### src/rtl/video_stream_pkg.sv
`default_nettype none
// ==== video_stream_pkg: shared types/constants for the camera packet path ==== rev 1.0
package video_stream_pkg;

    localparam int DEF_IMG_WIDTH  = 320;
    localparam int DEF_IMG_HEIGHT = 240;

    typedef struct packed {
        logic [3:0] r;
        logic [3:0] g;
        logic [3:0] b;
    } pixel_t;

    typedef struct packed {
        logic   sop;
        logic   eop;
        pixel_t pix;
    } fifo_entry_t;

    typedef enum logic [1:0] {
        IDLE   = 2'd0,
        ACTIVE = 2'd1,
        DONE   = 2'd2
    } framer_state_t;

    // Vertical colour bars, left to right.
    localparam logic [11:0] COLOUR_BARS [0:7] = '{
        12'hFFF, 12'hFF0, 12'h0FF, 12'h0F0, 12'hF0F, 12'hF00, 12'h00F, 12'h000
    };

endpackage
`default_nettype wire

### src/rtl/stream_fifo.sv
`default_nettype none
// ==== stream_fifo: first-word-fall-through FIFO of tagged pixels ==== rev 1.0
module stream_fifo
    import video_stream_pkg::*;
#(
    parameter int DEPTH = 8
) (
    input  logic        clk,
    input  logic        rst_n,
    input  logic        push,
    input  fifo_entry_t wr_entry,
    input  logic        pop,
    output fifo_entry_t rd_entry,
    output logic        full,
    output logic        empty
);

    localparam int AW = $clog2(DEPTH);

    fifo_entry_t    mem [DEPTH];
    logic [AW:0]    wr_ptr;
    logic [AW:0]    rd_ptr;
    logic           do_push;
    logic           do_pop;

    assign empty   = (wr_ptr == rd_ptr);
    assign full    = (wr_ptr[AW] != rd_ptr[AW]) && (wr_ptr[AW-1:0] == rd_ptr[AW-1:0]);
    assign do_pop  = pop && !empty;
    // A pop frees the slot being written, so a full FIFO still accepts a push alongside it.
    assign do_push = push && (!full || do_pop);
    assign rd_entry = empty ? '0 : mem[rd_ptr[AW-1:0]];

    always_ff @(posedge clk) begin
        if (do_push) begin
            mem[wr_ptr[AW-1:0]] <= wr_entry;
        end
    end

    always_ff @(posedge clk or negedge rst_n) begin
        if (!rst_n) begin
            wr_ptr <= '0;
            rd_ptr <= '0;
        end else begin
            if (do_push) wr_ptr <= wr_ptr + 1'b1;
            if (do_pop)  rd_ptr <= rd_ptr + 1'b1;
        end
    end

endmodule
`default_nettype wire

### src/rtl/video_packet_framer.sv
`default_nettype none
// ==== video_packet_framer: camera pixels -> RGB444 sop/eop packet stream ==== rev 1.0
// Optional FRAMER_TEST_PATTERN_EN adds test_pattern_in (colour-bar substitution).
module video_packet_framer
    import video_stream_pkg::*;
#(
    parameter int IMG_WIDTH  = DEF_IMG_WIDTH,
    parameter int IMG_HEIGHT = DEF_IMG_HEIGHT,
    parameter int DATA_W     = 12,
    parameter int FIFO_DEPTH = 8
) (
    input  logic              clk,
    input  logic              rst_n,
`ifdef FRAMER_TEST_PATTERN_EN
    input  logic              test_pattern_in,
`endif
    input  logic              frame_start_in,
    input  logic              pix_valid_in,
    input  logic [DATA_W-1:0] pix_data_in,
    input  logic              ready_in,
    output logic              valid_out,
    output logic              startofpacket_out,
    output logic              endofpacket_out,
    output logic [DATA_W-1:0] data_out,
    output logic              overflow_out,
    output logic              frame_err_out
);

    localparam int XW = (IMG_WIDTH  > 1) ? $clog2(IMG_WIDTH)  : 1;
    localparam int YW = (IMG_HEIGHT > 1) ? $clog2(IMG_HEIGHT) : 1;

    framer_state_t  state;
    framer_state_t  next_state;
    logic [XW-1:0]  x_cnt;
    logic [YW-1:0]  y_cnt;
    logic [XW-1:0]  x_cur;
    logic [YW-1:0]  y_cur;
    logic           x_last;
    logic           y_last;
    logic           counted;
    logic           stray;
    logic           stray_seen;
    logic           last_pix;
    logic           fifo_pop;
    logic           fifo_full;
    logic           fifo_empty;
    logic           drop;
    pixel_t         pix_sel;
    fifo_entry_t    wr_entry;
    fifo_entry_t    rd_entry;

    // The pixel arriving with frame_start_in is pixel 0 of the new frame.
    assign x_cur    = frame_start_in ? '0 : x_cnt;
    assign y_cur    = frame_start_in ? '0 : y_cnt;
    assign x_last   = (x_cur == XW'(IMG_WIDTH - 1));
    assign y_last   = (y_cur == YW'(IMG_HEIGHT - 1));
    assign counted  = pix_valid_in && ((state == ACTIVE) || frame_start_in);
    assign stray    = pix_valid_in && !frame_start_in && (state != ACTIVE);
    assign last_pix = counted && x_last && y_last;

`ifdef FRAMER_TEST_PATTERN_EN
    logic [2:0] bar_idx;
    assign bar_idx = 3'(32'(x_cur) / (IMG_WIDTH / 8));
    assign pix_sel = test_pattern_in ? pixel_t'(COLOUR_BARS[bar_idx]) : pixel_t'(pix_data_in);
`else
    assign pix_sel = pixel_t'(pix_data_in);
`endif

    assign wr_entry.sop = (x_cur == '0) && (y_cur == '0);
    assign wr_entry.eop = x_last && y_last;
    assign wr_entry.pix = pix_sel;

    assign valid_out = !fifo_empty;
    assign fifo_pop  = valid_out && ready_in;
    assign drop      = counted && fifo_full && !fifo_pop;

    assign startofpacket_out = rd_entry.sop;
    assign endofpacket_out   = rd_entry.eop;
    assign data_out          = DATA_W'(rd_entry.pix);

    stream_fifo #(
        .DEPTH (FIFO_DEPTH)
    ) u_fifo (
        .clk      (clk),
        .rst_n    (rst_n),
        .push     (counted),
        .wr_entry (wr_entry),
        .pop      (fifo_pop),
        .rd_entry (rd_entry),
        .full     (fifo_full),
        .empty    (fifo_empty)
    );

    always_comb begin
        next_state = state;
        if (frame_start_in) next_state = ACTIVE;
        if (last_pix)       next_state = DONE;
    end

    always_ff @(posedge clk or negedge rst_n) begin
        if (!rst_n) begin
            state         <= IDLE;
            x_cnt         <= '0;
            y_cnt         <= '0;
            stray_seen    <= 1'b0;
            overflow_out  <= 1'b0;
            frame_err_out <= 1'b0;
        end else begin
            state <= next_state;
            if (counted) begin
                x_cnt <= x_last ? '0 : x_cur + 1'b1;
                y_cnt <= x_last ? (y_last ? '0 : y_cur + 1'b1) : y_cur;
            end else if (frame_start_in) begin
                x_cnt <= '0;
                y_cnt <= '0;
            end
            overflow_out  <= drop;
            // Short frame, or the first stray pixel after a frame has ended.
            frame_err_out <= (frame_start_in && (state == ACTIVE)) || (stray && !stray_seen);
            if (frame_start_in)  stray_seen <= 1'b0;
            else if (stray)      stray_seen <= 1'b1;
        end
    end

endmodule
`default_nettype wire

### config.mk
export PLATFORM = sky130hd
export DESIGN_NAME = video_packet_framer
export DESIGN_NICKNAME = d
export VERILOG_FILES = /design/src/rtl/video_stream_pkg.sv /design/src/rtl/stream_fifo.sv /design/src/rtl/video_packet_framer.sv
export SDC_FILE = /design/constraint.sdc
export NUM_CORES = 1
export LEC_CHECK = 0
export BUFFER_PORTS_ARGS = -buffer_cell sky130_fd_sc_hd__buf_4
export CAP_MARGIN = 25
export CORE_MARGIN = 3
export CORE_UTILIZATION = 30
export CTS_CLUSTER_DIAMETER = 40
export DETAILED_ROUTE_END_ITERATION = 10
export SYNTH_ARGS = -nofsm -noshare
export SYNTH_HDL_FRONTEND = slang
export SYNTH_SLANG_ARGS = --single-unit
### constraint.sdc
create_clock -name clk -period 3.2 [get_ports clk]
set_clock_uncertainty 0.05 [all_clocks]
set_input_delay 0.48 -clock clk [delete_from_list [all_inputs] [get_ports clk]]
set_output_delay 0.48 -clock clk [all_outputs]
set_load 0.02 [all_outputs]
; ---- Word-level counts from Yosys, hierarchy flattened
; Memories as Yosys holds them, arrays and structs flattened.
; Index checks and enable logic that the tools add are counted.
[totals]
n_memories = 1
input_bits = 17
ram_bits = 112
ff_bits = 30
[mem_list]
columns = name, words, word_bits, rd, rd_ports_with_merged_regs, write_ports, line_no
row1 = u_fifo.mem, 8, 14, 1, 0, 1, stream_fifo.sv:20  ; fifo_entry_t mem [DEPTH];
[classes]
eq_ne = 7
add_sub_neg = 4
reduce_logical = 27
n_mux = 14
[ops]
columns = op, n
row1 = 2-to-1 mux 8 bit, 4
row2 = 2-to-1 mux 9 bit, 3
row3 = logical AND 1 bit, 15
row4 = 2-to-1 mux 14 bit, 1
row5 = adder 9 x 1 -> 9 bit (second input constant), 1
row6 = equality test 9 bit (second input constant), 1
row7 = zero test 9 bit, 1
row8 = adder 4 x 1 -> 4 bit (second input constant), 2
row9 = adder 8 x 1 -> 8 bit (second input constant), 1
row10 = equality test 8 bit (second input constant), 1
row11 = zero test 8 bit, 1
row12 = zero test 1 bit, 5
row13 = equality test 4 bit, 1
row14 = 2-to-1 mux 1 bit, 4
row15 = 2-to-1 mux 2 bit, 2
row16 = nonzero test 2 bit, 2
row17 = equality test 3 bit, 1
row18 = logical OR 1 bit, 3
row19 = equality test 2 x 1 -> 1 bit (second input constant), 1
row20 = inequality test 2 x 1 -> 1 bit (second input constant), 1
row21 = inequality test 1 bit, 1

; ---- Logic depth before layout (Yosys ltp)
[depth]
word_depth = 8
mapped_depth = 10

; ---- Modules after synthesis
; Synthesis repeated with hierarchy kept, for this count alone.
[unflattened]
hier_cells = 371
hier_area_um2 = 6060.8
[by_module_without_submodules]
columns = module, cells_per_inst, area_each_um2, instances, seq_area_each_um2
row1 = stream_fifo, 236, 4802.1, 1, 3563.4
row2 = video_packet_framer, 135, 1258.7, 1, 550.5

; ---- Worst setup path after synthesis
; Ideal clock, no wire load.
[synth_timing]
kind = reg2reg
from = reg u_fifo.rd_ptr[2]
to = mem u_fifo.mem[2][0] in the netlist's numbering, enable pin
t_required_ns = 2.723
slack_ns = 0.126
arrival_time_ns = 2.598
stages_incl_launch_ff = 7
setup_time_ns = 0.427
period_less_slack_ns = 3.074
path_cell_list = dfrtp_1 > buf_4 > xor2_1 > or3_1 > buf_6 > o21ai_4 > nor4b_1
[synth_via]
elab_chain_cells = 8
elab_cells_between_ends = 11
[synth_rtl]
columns = item, line_no
row1 = "start, declared", stream_fifo.sv:22  ; logic [AW:0] rd_ptr;
row2 = "start signal, assigned", stream_fifo.sv:45  ; if (do_pop) rd_ptr <= rd_ptr + 1'b1;
row3 = equality test 4 bit, stream_fifo.sv:26  ; assign empty = (wr_ptr == rd_ptr);
row4 = zero test 1 bit, "stream_fifo.sv:28, video_packet_framer.sv:73"
row5 = logical AND 1 bit, video_packet_framer.sv:74  ; assign fifo_pop = valid_out && ready_in;
row6 = logical AND 1 bit, stream_fifo.sv:28  ; assign do_pop = pop && !empty;
row7 = logical OR 1 bit *, stream_fifo.sv:30  ; assign do_push = push && (!full || do_pop);
row8 = logical AND 1 bit *, stream_fifo.sv:30
row9 = 2-to-1 mux 1 bit *, stream_fifo.sv:34  ; if (do_push) begin
row10 = 2-to-1 mux 1 bit (not written as such) *, stream_fifo.sv:35  ; mem[wr_ptr[AW-1:0]] <= wr_entry;
row11 = "end, declared", stream_fifo.sv:20
; Mark *: on every way between the ends. The rest lies on a longest branch, timed or not.

; ---- Worst setup path in the final report
[layout_timing]
from = reg u_fifo.rd_ptr[0]
to = out data_out[11]
[layout_via]
elab_chain_cells = 2
elab_cells_between_ends = 3
[layout_rtl]
columns = item, line_no
row1 = memory (8 x 14 bit) or equality test 4 bit (tied branches), -
row2 = 2-to-1 mux 14 bit *, stream_fifo.sv:31  ; assign rd_entry = empty ? '0 : mem[rd_ptr[AW-1:0]];
row3 = "end, declared", video_packet_framer.sv:24  ; output logic [DATA_W-1:0] data_out,
; Marked as above.

==> impl_metrics.tcl <==
set metrics [dict create \
    status "completed" \
    antenna_left 0 \
    r2r_start "u_fifo.wr_ptr[2]$_DFFE_PN0P_" \
    fin_crit_ps 2871 \
    crit_path_start "u_fifo.rd_ptr[0]$_DFFE_PN0P_" \
    layout_common_cells "edfxtp_1, buf_4, dfrtp_1, mux4_2, nor2_1" \
    synthesis.nets 383 \
    rrSetupSlack_ps 410 \
    drcViolationCount 0 \
    synth_cells 361 \
    synth_top_family_by_area "multiplexers" \
    vias 3294 \
    synthesis.area_mm2 0.006005 \
    synth_warnings 0 \
    clk_pin_slew_ps 60 \
    clkPwrFrac_pct 28.7 \
    drt_wl_total_mm 11.87 \
    grt_pass1_vias 3591 \
    core_area_mm2 0.01959 \
    synth_xor_area_share_pct 2.480 \
    comb_power_share_pct 33.6 \
    die_h_um 147.5 \
    dr.pass1.iters 4 \
    place_ws_ps 432.5 \
    dieArea_mm2 0.02175 \
    gp_routability_congestion 0.7766 \
    vdd_drop_max_mv 0.4984 \
    clock-sinks 142 \
    cts_tree "built" \
    synth-simple-area-share_pct 9.627 \
    drive_gt1_share_pct 27.83 \
    async_flop_share_pct 21.13 \
    setup_viol 0 \
    grt_pass1_wl_mm 19.65 \
    crit_required_ps 2670 \
    cts_max_level 4 \
    io_buffers 33 \
    dieWidth_um 147.5 \
    start_kind "flop" \
    p_per_area_mw_per_mm2 882.4 \
    rows 51 \
    layout_commonest_cell "edfxtp_1" \
    worstSetupPathType "flop to output pin" \
    ys_ff_latch 142 \
    synth_mux_area_share_pct 13.65 \
    hold_start "pix_data_in[11]" \
    p_sw_mw 2.055 \
    dpl_cell_area_mm2 0.006640 \
    tritoncts.num_buffers 17 \
    worstSkewPairLatency_ps 410 \
    drt_iter0_drc 173 \
    post_drt_via_cell_ratio 4.781 \
    worst_slack_ps 328.9 \
    synth_edf_count 112 \
    syn_avg_cell_area_um2 16.63 \
    p_leak_nw 2.566 \
    io_pins 34 \
    finalCritPeriodShare_pct 89.72 \
    routedWlPerCell_um 17.23 \
    power_mw 6.349 \
    p_int_mw 4.294 \
    relSlewSlack_pct 40.75 \
    initial_core_util_pct 30.65 \
    finalHoldViolations 0 \
    synth-adder-area-share_pct 1.042 \
    clockBufferDepth 2 \
    drv_cap 0 \
    cp.arrival_ps 2340 \
    cts_root_buffer "clkbuf_16" \
    layout.nets 433 \
    antenna_found_initial 0 \
    timing.rr.end "u_fifo.mem[1][9]$_DFFE_PP_" \
    grt_use_total_pct 11.59 \
    ctsResizeCount 0 \
    synth-compound-area-share_pct 2.730 \
    grt-ovfl-total 0 \
    timing.fmax_mhz 348.3 \
    drv_slew 0 \
    netSwitchingFraction_pct 32.37 \
    ys.flop_type "edfxtp_1" \
    tightest_slew_ps 884.0 \
    synth.lib_cells_used.distinct 48 \
    finalInstanceArea_mm2 0.007196 \
    cp_max_fo 31 \
    rsz0062_at_grt "no" \
    holdPathStages 1 \
    seqPwrFrac_pct 37.7 \
    fin_setup_tns_ps 0 \
    syn_to_final_growth_pct 19.84 \
    ys_seq_area_share_pct 68.51 \
    diodes 0 \
    grt_max_degree 32 \
    endpoint_kind "output pin" \
    r2r.worst_path.cells 5 \
    hold_path_class "input port to flop" \
    hpwl_mm 7.479 \
    holdPathEnd "u_fifo.mem[1][11]$_DFFE_PP_" \
]
how the worst max path moves through the flow:
stage	to	cells after the start
5_1_grt	u_fifo.mem[1][9]$_DFFE_PP_	5
4_1_cts	endofpacket_out	5
2_1_floorplan	u_fifo.mem[2][0]$_DFFE_PP_	6
3_5_place_dp	u_fifo.mem[1][11]$_DFFE_PP_	5
3_3_place_gp	u_fifo.mem[1][8]$_DFFE_PP_	5
6_report	data_out[11]	5
power groups by stage:
stage | clock [mW] | combinational (mW) | sequential (mW)
6_report | 1.82 | 2.13 | 2.39
3_5_place_dp | 0 | 2.17 | 2.43
3_3_place_gp | 0 | 2.15 | 2.42
5_1_grt | 1.96 | 2.32 | 2.42
4_1_cts | 1.86 | 2.18 | 2.39
2_1_floorplan | 0 | 1.48 | 2.38
critical path, stage by stage, from the launching register on:
cell and delay [ps]:
dfrtp_2 360, buf_4 500, mux4_2 570, mux2i_1 250, nor2_1 70, buf_4 160
cells in the mapped netlist (all sizes together) (6+ instances only):
cell / n / share of area (%)
buf: 13 / 1.3
dfrtp: 30 / 13
nor3: 12 / 1.0
nand3: 6 / 0.50
nand4: 9 / 0.94
o21ai: 11 / 1.2
nor2: 26 / 1.6
edfxtp: 112 / 56
mux4: 28 / 11
mux2i: 14 / 2.3
nand2: 14 / 0.88
nor2b: 9 / 0.94
xnor2: 6 / 0.88
xor2: 11 / 1.6
metal layers:
layer / up-vias / routed length, um / GRT usage [%]
met2: 78 / 5900 / 19.15
met5: - / 0 / 0
met1: 1695 / 5354 / 15.41
li1: 1506 / - / -
met4: 0 / 156 / 3.448
met3: 15 / 461 / 2.636
kinds of logic (layout without fill, tap and decap cells):
group	Yosys count	in the layout
AND/OR/NAND/NOR	105	105
adder cells (fa/ha/maj)	5	5
AO/OA/AOI/OAI	23	23
buffers and inverters	23	86
flip-flops	142	142
multiplexers	46	46
XOR/XNOR	17	17
per-stage QoR:
| step | cells | hold WS (ps) | utilization (%) |
|---|---|---|---|
| global placement | 656 | 378.7 | 33.90 |
| global route | 689 | 248.9 | 36.73 |
| floorplan | 361 | 134.4 | - |
| detailed placement | 656 | 386.1 | 33.90 |
| finish | 689 | 254.8 | 36.73 |
| CTS | 689 | 238.4 | 36.73 |
area by class of cell:
type	instances	area, um2
clock buffer	20	436.7
inverter	5	18.77
multi-input combinational	196	1814
timing repair buffer	49	370.4
clock inverter	12	108.9
sequential	142	4115
tap	265	331.6
fill	1847	12390
what timing repair did:
item,4_1_cts,5_1_grt
buffers inserted,0,0
hold endpoints to repair,30,0
hold buffers,1,0
state kept, by name (all words and copies together) (netlist names):
register	cells
u_fifo.mem	112
overflow_out	1
u_fifo.rd_ptr	4
u_fifo.wr_ptr	4
frame_err_out	1
y_cnt	8
stray_seen	1
x_cnt	9
state	2
No activity file was read; power rests on OpenSTA's default activity.
